File: src/rtl/indication_pipe_packer.sv
// indication_pipe_packer: buffers heard(rindex, v) calls in a FIFO and packs them into 144-bit pipe words
module indication_pipe_packer #(
  parameter int          DEPTH     = 2,
  parameter logic [15:0] METHOD_ID = 16'd0,
  parameter int          CNT_W     = 32
) (
  input  logic             CLK,
  input  logic             nRST,
  input  logic             heard__ENA,
  input  logic [7:0]       heard_rindex,
  input  logic [31:0]      heard_v,
  output logic             heard__RDY,
  output logic             enq__ENA,
  output logic [143:0]     enq_v,
  input  logic             enq__RDY,
  output logic [CNT_W-1:0] msg_count,
  output logic             proto_err
);
  localparam int AW = $clog2(DEPTH);
  logic [AW-1:0]    wr_ptr_q, wr_ptr_d, rd_ptr_q, rd_ptr_d;
  logic [AW:0]      occ_q, occ_d;
  logic [CNT_W-1:0] cnt_q, cnt_d;
  logic             err_q, err_d;
  logic [39:0]      mem_q [DEPTH];
  logic             full, empty, wr_en, rd_en;
  logic [39:0]      head;
  assign full       = occ_q == (AW+1)'(DEPTH);
  assign empty      = occ_q == '0;
  assign heard__RDY = !full;
  assign wr_en      = heard__ENA && !full;
  assign enq__ENA   = !empty && enq__RDY;
  assign rd_en      = enq__ENA;
  assign head       = mem_q[rd_ptr_q];
  assign enq_v      = empty ? '0 : {METHOD_ID, 88'h0, head};
  assign msg_count  = cnt_q;
  assign proto_err  = err_q;
  always_comb begin
    wr_ptr_d = wr_en ? wr_ptr_q + AW'(1) : wr_ptr_q;
    rd_ptr_d = rd_en ? rd_ptr_q + AW'(1) : rd_ptr_q;
    occ_d    = occ_q + (AW+1)'(wr_en) - (AW+1)'(rd_en);
    cnt_d    = rd_en ? cnt_q + CNT_W'(1) : cnt_q;
    err_d    = err_q | (heard__ENA & full);
  end
  always_ff @(posedge CLK or negedge nRST) begin
    if (!nRST) begin
      wr_ptr_q <= '0;
      rd_ptr_q <= '0;
      occ_q    <= '0;
      cnt_q    <= '0;
      err_q    <= 1'b0;
    end else begin
      wr_ptr_q <= wr_ptr_d;
      rd_ptr_q <= rd_ptr_d;
      occ_q    <= occ_d;
      cnt_q    <= cnt_d;
      err_q    <= err_d;
    end
  end
  always_ff @(posedge CLK) begin
    if (wr_en) mem_q[wr_ptr_q] <= {heard_rindex, heard_v};
  end
endmodule

File: config.mk
export PLATFORM = sky130hd
export DESIGN_NAME = indication_pipe_packer
export DESIGN_NICKNAME = d
export VERILOG_FILES = /design/src/rtl/indication_pipe_packer.sv
export SDC_FILE = /design/constraint.sdc
export NUM_CORES = 1
export LEC_CHECK = 0
export ABC_AREA = 1
export BUFFER_PORTS_ARGS = -buffer_cell sky130_fd_sc_hd__buf_2
export CAP_MARGIN = 10
export CELL_PAD_IN_SITES_DETAIL_PLACEMENT = 0
export CELL_PAD_IN_SITES_GLOBAL_PLACEMENT = 1
export CORE_UTILIZATION = 37
export CTS_BUF_LIST = sky130_fd_sc_hd__clkbuf_16
export CTS_CLUSTER_DIAMETER = 50
export CTS_CLUSTER_SIZE = 16
export DETAILED_ROUTE_END_ITERATION = 8
export GPL_TIMING_DRIVEN = 0
export PLACE_DENSITY = 0.82
export SYNTH_ARGS = -nofsm -noshare
export SYNTH_HDL_FRONTEND = slang
export SYNTH_SLANG_ARGS = --single-unit
File: constraint.sdc
create_clock -name CLK -period 3.9 [get_ports CLK]
set_input_delay 0.975 -clock CLK [delete_from_list [all_inputs] [get_ports CLK]]
set_output_delay 0.975 -clock CLK [all_outputs]
set_load 0.005 [all_outputs]
==> results.json, run 1 <==
{
  "cp.arrival_ns": 1.90,
  "min-delay-start": "proto_err",
  "drv_cap": 0,
  "skew_ns": 0.00687,
  "cp_data_required_time_ns": 2.92,
  "swShare": 0.322,
  "power_switching_mw": 1.46,
  "maxSlewViolCount": 0,
  "synth.cell_area_um2": 5740,
  "cts_max_level": 4,
  "cts_hold_buf": 0,
  "period_share": 0.737,
  "highest_layer": "met4",
  "num_vias": 4185,
  "cp_cell_sequence": "clkbuf_1, clkinv_1, clkbuf_1, nand2_1, a21oi_1, buf_2",
  "holdWs_ns": 0.470,
  "dr.pass1.iters": 4,
  "ys_seq_elements": 117,
  "power_frac_seq": 0.377,
  "hold_viol_final": 0,
  "wl_um": 12800,
  "ant_nets": 0,
  "reg2reg_to": "mem_q[1][13]",
  "clockPowerShare": 0.327,
  "r2r_slack_ns": 2.03,
  "worst_pin_slew_ns": 0.861,
  "syn_inst": 567,
  "grt_usage": 0.163,
  "grt_pass1_vias": 3767,
  "fin_crit_ns": 2.87,
  "cts_tree": "done",
  "path_buf_inv": 4,
  "utilization": 0.499,
  "hpwl_um": 9380,
  "gp_congestion": 0.768,
  "wl_per_cell_um": 12.6,
  "drc_errors": 0,
  "pre_cts_ws_ns": 1.28,
  "seq_area_frac_synth": 0.579,
  "status": "finished, final reports clean",
  "cts-root-buf": "clkbuf_16",
  "fmax_ghz": 0.348,
  "dieArea_um2": 16000,
  "numCtsBuffers": 17,
  "clkTransAtPathRegs_ns": 0.06,
  "wl_met3_um": 818,
  "cp_slowest_stage_delay_ns": 0.42,
  "clk_latency_ns": 0.41,
  "startpoint": "rd_ptr_q",
  "ios": 223,
  "drt_iter0_markers": 266,
  "ys_types": 27,
  "hold_depth": 1,
  "cp_common_cell": "clkbuf_1",
  "cpMaxStageDelayCell": "clkbuf_1",
  "dieHeight_um": 127,
  "nets": 855,
  "finalSetupViolCount": 0,
  "fin_ws_ns": 1.03,
  "gr-total-overflow": 0,
  "area_growth_pct": 32.1,
  "hold_path.class": "reg2reg",
  "syn_area_per_cell_um2": 10.1,
  "initial_utilization": 0.378,
  "postCtsResizedCells": 0,
  "die_w_um": 127,
  "fp-row-count": 45,
  "grt_antenna_before_repair": 0,
  "power.leakage_nw": 3.71,
  "grt_pass1_wl_um": 19800,
  "p_per_area_nw_per_um2": 596,
  "setup.worst_path.class": "reg2out",
  "synth_warnings": 0,
  "crit_path_start_kind": "register",
  "wl_met2_um": 6330,
  "drive_gt1_frac": 0.326,
  "reg2regPathDepth": 5,
  "crit_family": "buffers and inverters",
  "clkSinkCount": 117,
  "ir_drop_mv": 0.337,
  "intPower_mw": 3.07,
  "slew-limit-headroom": 0.426,
  "cts_buffer_depth": 2,
  "wl_met1_um": 5420,
  "pwr-share-comb": 0.296,
  "rsz0062_at_grt": "no",
  "end_kind": "output port",
  "io_buffers": 118,
  "r2r-start": "occ_q[0]",
  "grt_max_degree": 38,
  "crit_fanout": 10,
  "vias_per_cell": 4.14,
  "holdPathEnd": "proto_err",
  "core_area_um2": 15200,
  "post_cts_buffers": 0
}
## worst max path at each step
stage | end | depth (start not counted)
4_1_cts | enq_v[14] | 4
3_3_place_gp | mem_q[1][15] | 3
6_report | enq_v[22] | 6
2_1_floorplan | mem_q[1][0] | 2
3_5_place_dp | enq__ENA | 5
5_1_grt | enq_v[6] | 6
## kinds of logic after synthesis
kind of cell | count (synthesis) | share of synthesized area
buf+inv | 151 | 0.168
compound gates | 43 | 0.0381
fa+ha+maj | 2 | 0.00436
flops | 117 | 0.579
other cells | 1 | 0.000653
simple gates | 230 | 0.174
xor+xnor | 23 | 0.0351
## power groups by stage
stage               Clock (mW)  Combinational [mW]  Sequential [mW]
finish                    1.48                1.34             1.71
global route              1.57                1.49             1.73
CTS                       1.51                1.36             1.71
detailed placement           0                1.35             1.73
global placement             0                1.29             1.75
floorplan                    0               0.757             1.73
## per-layer routing
layer | track usage | vias to the layer above
li1 | - | 2154
met1 | 0.203 | 1875
met2 | 0.269 | 141
met3 | 0.0409 | 15
met4 | 0.0659 | 0
met5 | 0 | -
## final cells by class
class                      instances  area [um^2]
timing repair buffer             120          638
fill                            1444         7610
sequential                       117         3330
antenna                            2         5.00
clock buffer                      17          425
buffer                           118          841
tap                              188          235
clock inverter                    15          141
multi-input combinational        402         1850
inverter                          33          124
## cell usage after synthesis
cell type	n	area share
conb_1	1	0.00065
ha_1	2	0.0044
edfxtp_1	80	0.42
nor2_8	1	0.0035
inv_2	2	0.0013
a31o_2	1	0.0015
clkbuf_1	13	0.0085
nand3b_1	1	0.0013
xnor2_1	10	0.015
nand2_1	149	0.097
a21oi_1	41	0.036
o21ai_1	1	0.00087
nor3_1	8	0.0070
clkinv_1	1	0.00065
buf_6	1	0.0020
nor2_4	2	0.0039
nand4_1	11	0.012
buf_4	104	0.14
nand3_1	24	0.021
dfrtp_1	37	0.16
inv_1	30	0.020
nand3_2	1	0.0017
nor3_2	1	0.0017
xor2_1	13	0.020
nor2_1	27	0.018
nor2_2	4	0.0044
nand3_4	1	0.0031
## sequential cells by signal, summed over array words and instances, names as in the netlist
signal and count:
wr_ptr_q 1, rd_ptr_q 1, proto_err 1, msg_count 32
mem_q 80, occ_q 2
## metrics by stage
stage	setup TNS (ns)	cell area [um^2]	total power, mW	instances
floorplan	0	6130	2.48	670
finish	0	7590	4.53	1012
global route	0	7590	4.80	1010
CTS	0	7590	4.58	1010
detailed placement	0	7020	3.09	978
global placement	-28.04	6960	3.03	976
## layout by cell type (no fill, tap or decap), drive strengths merged
cell type,Yosys,routed
inv,32,35
xor2,13,13
clkinvlp,0,1
edfxtp,80,80
clkbuf,13,30
nand4,11,11
diode,0,2
dfrtp,37,37
a21oi,41,41
ha,2,2
bufinv,0,2
buf,105,225
nand3,26,26
clkinv,1,10
xnor2,10,10
o21ai,1,1
conb,1,104
nand3b,1,1
a31o,1,1
nor3,9,9
nand2,149,149
nor2,34,34
Power figures use the tool's default switching activity.
==> run 2: changes to the inputs <==
- CORE_UTILIZATION: 37 -> 33
- PLACE_DENSITY: 0.82 -> 0.78
- clock period: 3.9 -> 2.4 ns (I/O delays scaled with it)
==> run 2 against run 1 <==
Effect of this change: critical path depth is 1 lower; largest cell class unchanged; critical endpoint is now enq_v[23]; sequential power rose by 63%; critical path type unchanged; combinational power rose by 65%.
==> results.json, run 2 (same netlist as run 1, synthesis figures left out) <==
{
  "wl_per_cell_um": 12.4,
  "reg2reg_to": "mem_q[1][18]",
  "path_buf_inv": 3,
  "numCtsBuffers": 17,
  "cpMaxStageDelayCell": "dfrtp_1",
  "r2r_slack_ns": 0.65,
  "grt_usage": 0.147,
  "finalSetupViolCount": 0,
  "drt_iter0_markers": 175,
  "worst_pin_slew_ns": 0.879,
  "regMostFlops": "mem_q",
  "cts_buffer_depth": 2,
  "hpwl_um": 9470,
  "wl_um": 12900,
  "maxSlewViolCount": 0,
  "reg2regPathDepth": 5,
  "setup.worst_path.class": "reg2out",
  "utilization": 0.457,
  "crit_fanout": 10,
  "final_common_cell": "nand2_1",
  "clkSinkCount": 117,
  "period_share": 0.946,
  "cts_hold_buf": 0,
  "ios": 223,
  "status": "finished, final reports clean",
  "grt_max_degree": 38,
  "holdWs_ns": 0.311,
  "fp-row-count": 47,
  "gp_congestion": 0.800,
  "cp.arrival_ns": 1.67,
  "dieArea_um2": 17900,
  "r2r-start": "occ_q[0]",
  "power.leakage_nw": 3.74,
  "cp_common_cell": "buf_2",
  "cp_data_required_time_ns": 1.80,
  "wl_met3_um": 1020,
  "p_per_area_nw_per_um2": 972,
  "clkTransAtPathRegs_ns": 0.06,
  "dieHeight_um": 134,
  "clk_latency_ns": 0.41,
  "fmax_ghz": 0.440,
  "num_vias": 4171,
  "ant_nets": 0,
  "placedInstanceArea_um2": 7050,
  "cp_slowest_stage_delay_ns": 0.32,
  "end_kind": "output port",
  "core_area_um2": 16800,
  "drc_errors": 0,
  "p_total_mw": 7.45,
  "wl_met1_um": 5340,
  "crit_family": "buffers and inverters",
  "nets": 855,
  "cts_tree": "done",
  "largest_reg_flops": 80,
  "diodes": 0,
  "grt_antenna_before_repair": 1,
  "cp_cell_sequence": "clkbuf_1, buf_2, nand2_1, a21oi_1, buf_2",
  "gr-total-overflow": 0,
  "drive_gt1_frac": 0.344,
  "fin_crit_ns": 2.27,
  "rsz0062_at_grt": "yes",
  "grt_pass1_wl_um": 20000,
  "cts_max_level": 4,
  "grt_pass1_vias": 3949,
  "final_area_um2": 7660,
  "hold_viol_final": 0,
  "wl_met2_um": 6390,
  "ir_drop_mv": 0.513,
  "nFillCells": 1662,
  "vias_per_cell": 4.00,
  "io_buffers": 118,
  "setup_tns_ns": 0,
  "crit_path_start_kind": "register",
  "skew_ns": 0.00740,
  "final_cell_mix": "149 x nand2_1, 122 x buf_2, 104 x buf_4, 104 x conb_1, 80 x edfxtp_1",
  "drv_cap": 0,
  "slew-limit-headroom": 0.414,
  "initial_utilization": 0.343,
  "dr.pass1.iters": 4,
  "highest_layer": "met5",
  "die_w_um": 134,
  "cts-root-buf": "clkbuf_16",
  "area_growth_pct": 33.4,
  "hold_path.class": "in2async"
}
## run 2: per-layer routing
metal,track usage,up-vias
met5,0,-
met4,0.0530,2
met3,0.0476,14
met2,0.245,138
met1,0.177,1875
li1,-,2142
## run 2: worst max path at each step
| stage | end | depth (start not counted) | from | slack (ns) |
|---|---|---|---|---|
| floorplan | mem_q[1][0] | 2 | heard__ENA | 0.23 |
| global placement | mem_q[1][20] | 3 | heard__ENA | -0.56 |
| detailed placement | enq_v[30] | 4 | occ_q[1] | 0.27 |
| CTS | enq_v[30] | 4 | occ_q[1] | 0.007 |
| global route | enq_v[10] | 5 | rd_ptr_q | -0.01 |
| finish | enq_v[23] | 5 | rd_ptr_q | 0.13 |
## run 2: area by class of cell
cell class                 count  area (um^2)  share of cell area
buffer                       118          863               0.113
clock buffer                  17          425              0.0555
clock inverter                15          156              0.0204
inverter                      33          125              0.0163
multi-input combinational    402         1860               0.242
sequential                   117         3330               0.434
tap                          220          275              0.0359
timing repair buffer         120          631              0.0823
## run 2: where the power goes
group	switching, mW	leakage (nW)	total [mW]	internal [mW]
sequential	0.164	1.21	2.78	2.61
combinational	1.32	2.25	2.21	0.895
clock	0.926	0.279	2.46	1.53
total	2.41	3.74	7.45	5.04
## run 2: timing repair
| action | CTS | global route |
|---|---|---|
| gates resized for setup | 13 | 11 |
| setup endpoints to repair | 40 | 35 |
| setup buffers | 0 | 0 |
## run 2: through the flow
| step | std cells | setup WS (ns) |
|---|---|---|
| 6_report | 1042 | 0.130 |
| 5_1_grt | 1042 | -0.0149 |
| 4_1_cts | 1042 | 0.00713 |
| 3_5_place_dp | 1010 | 0.273 |
| 3_3_place_gp | 1008 | -0.562 |
| 2_1_floorplan | 670 | 0.227 |
==> run 3: changes to the inputs <==
- CORE_ASPECT_RATIO: not set -> 1.4
- CORE_MARGIN: not set -> 3
- CORE_UTILIZATION: 33 -> 37
- PLACE_DENSITY: 0.78 -> 0.82
- clock period: 2.4 -> 2.6 ns (I/O delays scaled with it)
==> run 3 against run 2 <==
Effect of this change: clock skew up 0.0014 ns; hold slack gained 0.026 ns; wire length rose by 2.0%; via count up 0.41%; sequential power fell by 7.9%; cell count down 2.8%; critical path depth stayed put; global-route usage up 0.93 points; sequential share of layout area up 0.21 points.
==> results.json, run 3 (same netlist as run 1, synthesis figures left out) <==
{
  "power.leakage_nw": 3.75,
  "grt_usage": 0.156,
  "numCtsBuffers": 17,
  "largest_reg_flops": 80,
  "nets": 855,
  "dieArea_um2": 17100,
  "area_growth_pct": 32.7,
  "fin_crit_ns": 2.46,
  "drive_gt1_frac": 0.336,
  "cts_tree": "done",
  "drt_iter0_markers": 184,
  "grtUsageMet1": 0.180,
  "grt-busiest-layer": "met2",
  "cp_data_required_time_ns": 1.95,
  "hold_viol_final": 0,
  "clkTransAtPathRegs_ns": 0.05,
  "cts_buffer_depth": 2,
  "ir_drop_mv": 0.456,
  "clk_latency_ns": 0.40,
  "vias_per_cell": 4.13,
  "regMostFlops": "mem_q",
  "setup_tns_ns": 0,
  "grtUsageMet3": 0.0523,
  "wl_per_cell_um": 13.0,
  "crit_path_start_kind": "register",
  "cts-root-buf": "clkbuf_16",
  "use_met2": 0.276,
  "dr.pass1.iters": 5,
  "die_w_um": 111,
  "ant_nets": 0,
  "period_share": 0.947,
  "cp.arrival_ns": 1.81,
  "dieHeight_um": 153,
  "core_area_um2": 15100,
  "grt_max_degree": 38,
  "setup.worst_path.class": "reg2out",
  "pre_cts_ws_ns": 0.425,
  "initial_utilization": 0.380,
  "skew_ns": 0.00879,
  "finalSetupViolCount": 0,
  "clkSinkCount": 117,
  "fp-row-count": 53,
  "worst_pin_slew_ns": 0.822,
  "p_per_area_nw_per_um2": 909,
  "final_cell_mix": "149 x nand2_1, 118 x buf_2, 104 x buf_4, 104 x conb_1, 80 x edfxtp_1",
  "grt_pass1_wl_um": 21100,
  "reg2regPathDepth": 8,
  "slew-limit-headroom": 0.452,
  "diodes": 0,
  "cts_hold_buf": 0,
  "crit_fanout": 10,
  "hpwl_um": 10000,
  "hold_path.class": "in2async",
  "drv_cap": 0,
  "final_common_cell": "nand2_1",
  "final_area_um2": 7620,
  "placedInstanceArea_um2": 7020,
  "drc_errors": 0,
  "cts_max_level": 4,
  "ios": 223,
  "rsz0062_at_grt": "no",
  "gp_congestion": 0.833,
  "io_buffers": 118,
  "maxSlewViolCount": 0,
  "wl_um": 13100,
  "fin_ws_ns": 0.137,
  "fmax_ghz": 0.406,
  "num_vias": 4188,
  "status": "finished, final reports clean",
  "gr-total-overflow": 0,
  "grt_pass1_vias": 4046,
  "end_kind": "output port",
  "p_total_mw": 6.93,
  "grt_antenna_before_repair": 0
}
## run 3: changes by cell type in the layout (fill, tap and decap cells not counted), moves of 3 or more
cell	before	now
clkinv_4	4	1
inv_6	3	0
clkbuf_2	5	10
clkbuf_4	3	0
buf_2	122	118
## run 3: worst paths after layout
path                              from             to  slack, ns
max in group asynchronous         nRST   msg_count[6]       1.73
max reg2reg                   occ_q[1]       occ_q[1]       0.80
min                               nRST  msg_count[30]       0.34
max                           rd_ptr_q      enq_v[30]       0.14
min in group CLK           heard_v[25]   mem_q[1][25]       0.44
min reg2reg                  proto_err      proto_err       0.47
## run 3: through the flow
step / utilization / cells / hold WS, ns
after detailed placement: 0.464 / 982 / 0.461
after global placement: 0.461 / 980 / 0.448
after global routing: 0.504 / 1013 / 0.406
after floorplan: - / 670 / 0.354
after CTS: 0.504 / 1013 / 0.362
final: 0.504 / 1013 / 0.337
## run 3: repair_timing
action | in CTS | in global routing
gates resized for setup | 2 | 16
setup buffers | 0 | 0
setup endpoints to repair | 1 | 31
## run 3: critical path, cell delays in order (launching register included)
cell and delay, ns:
dfrtp_1 0.32, clkbuf_1 0.20, clkbuf_1 0.42, nand2_1 0.10
a21oi_1 0.23, buf_2 0.16
## run 3: final cells by class
type | instances | area, um^2
Timing Repair Buffer | 120 | 631
Buffer | 118 | 853
Inverter | 33 | 124
Tap cell | 192 | 240
Sequential cell | 117 | 3330
Fill cell | 1467 | 7490
Multi-Input combinational cell | 402 | 1850
Clock buffer | 17 | 425
Clock inverter | 14 | 170
## run 3: power breakdown
part           switching (mW)  internal, mW
clock                   0.757          1.57
combinational            1.23         0.806
sequential              0.148          2.41
## run 3: routing by layer
metal / part of all wire / up-vias / wire [um]
met5: 0 / - / 0
met4: 0.0082 / 0 / 108
met3: 0.085 / 8 / 1120
met2: 0.53 / 164 / 6940
met1: 0.38 / 1873 / 4980
li1: - / 2143 / -
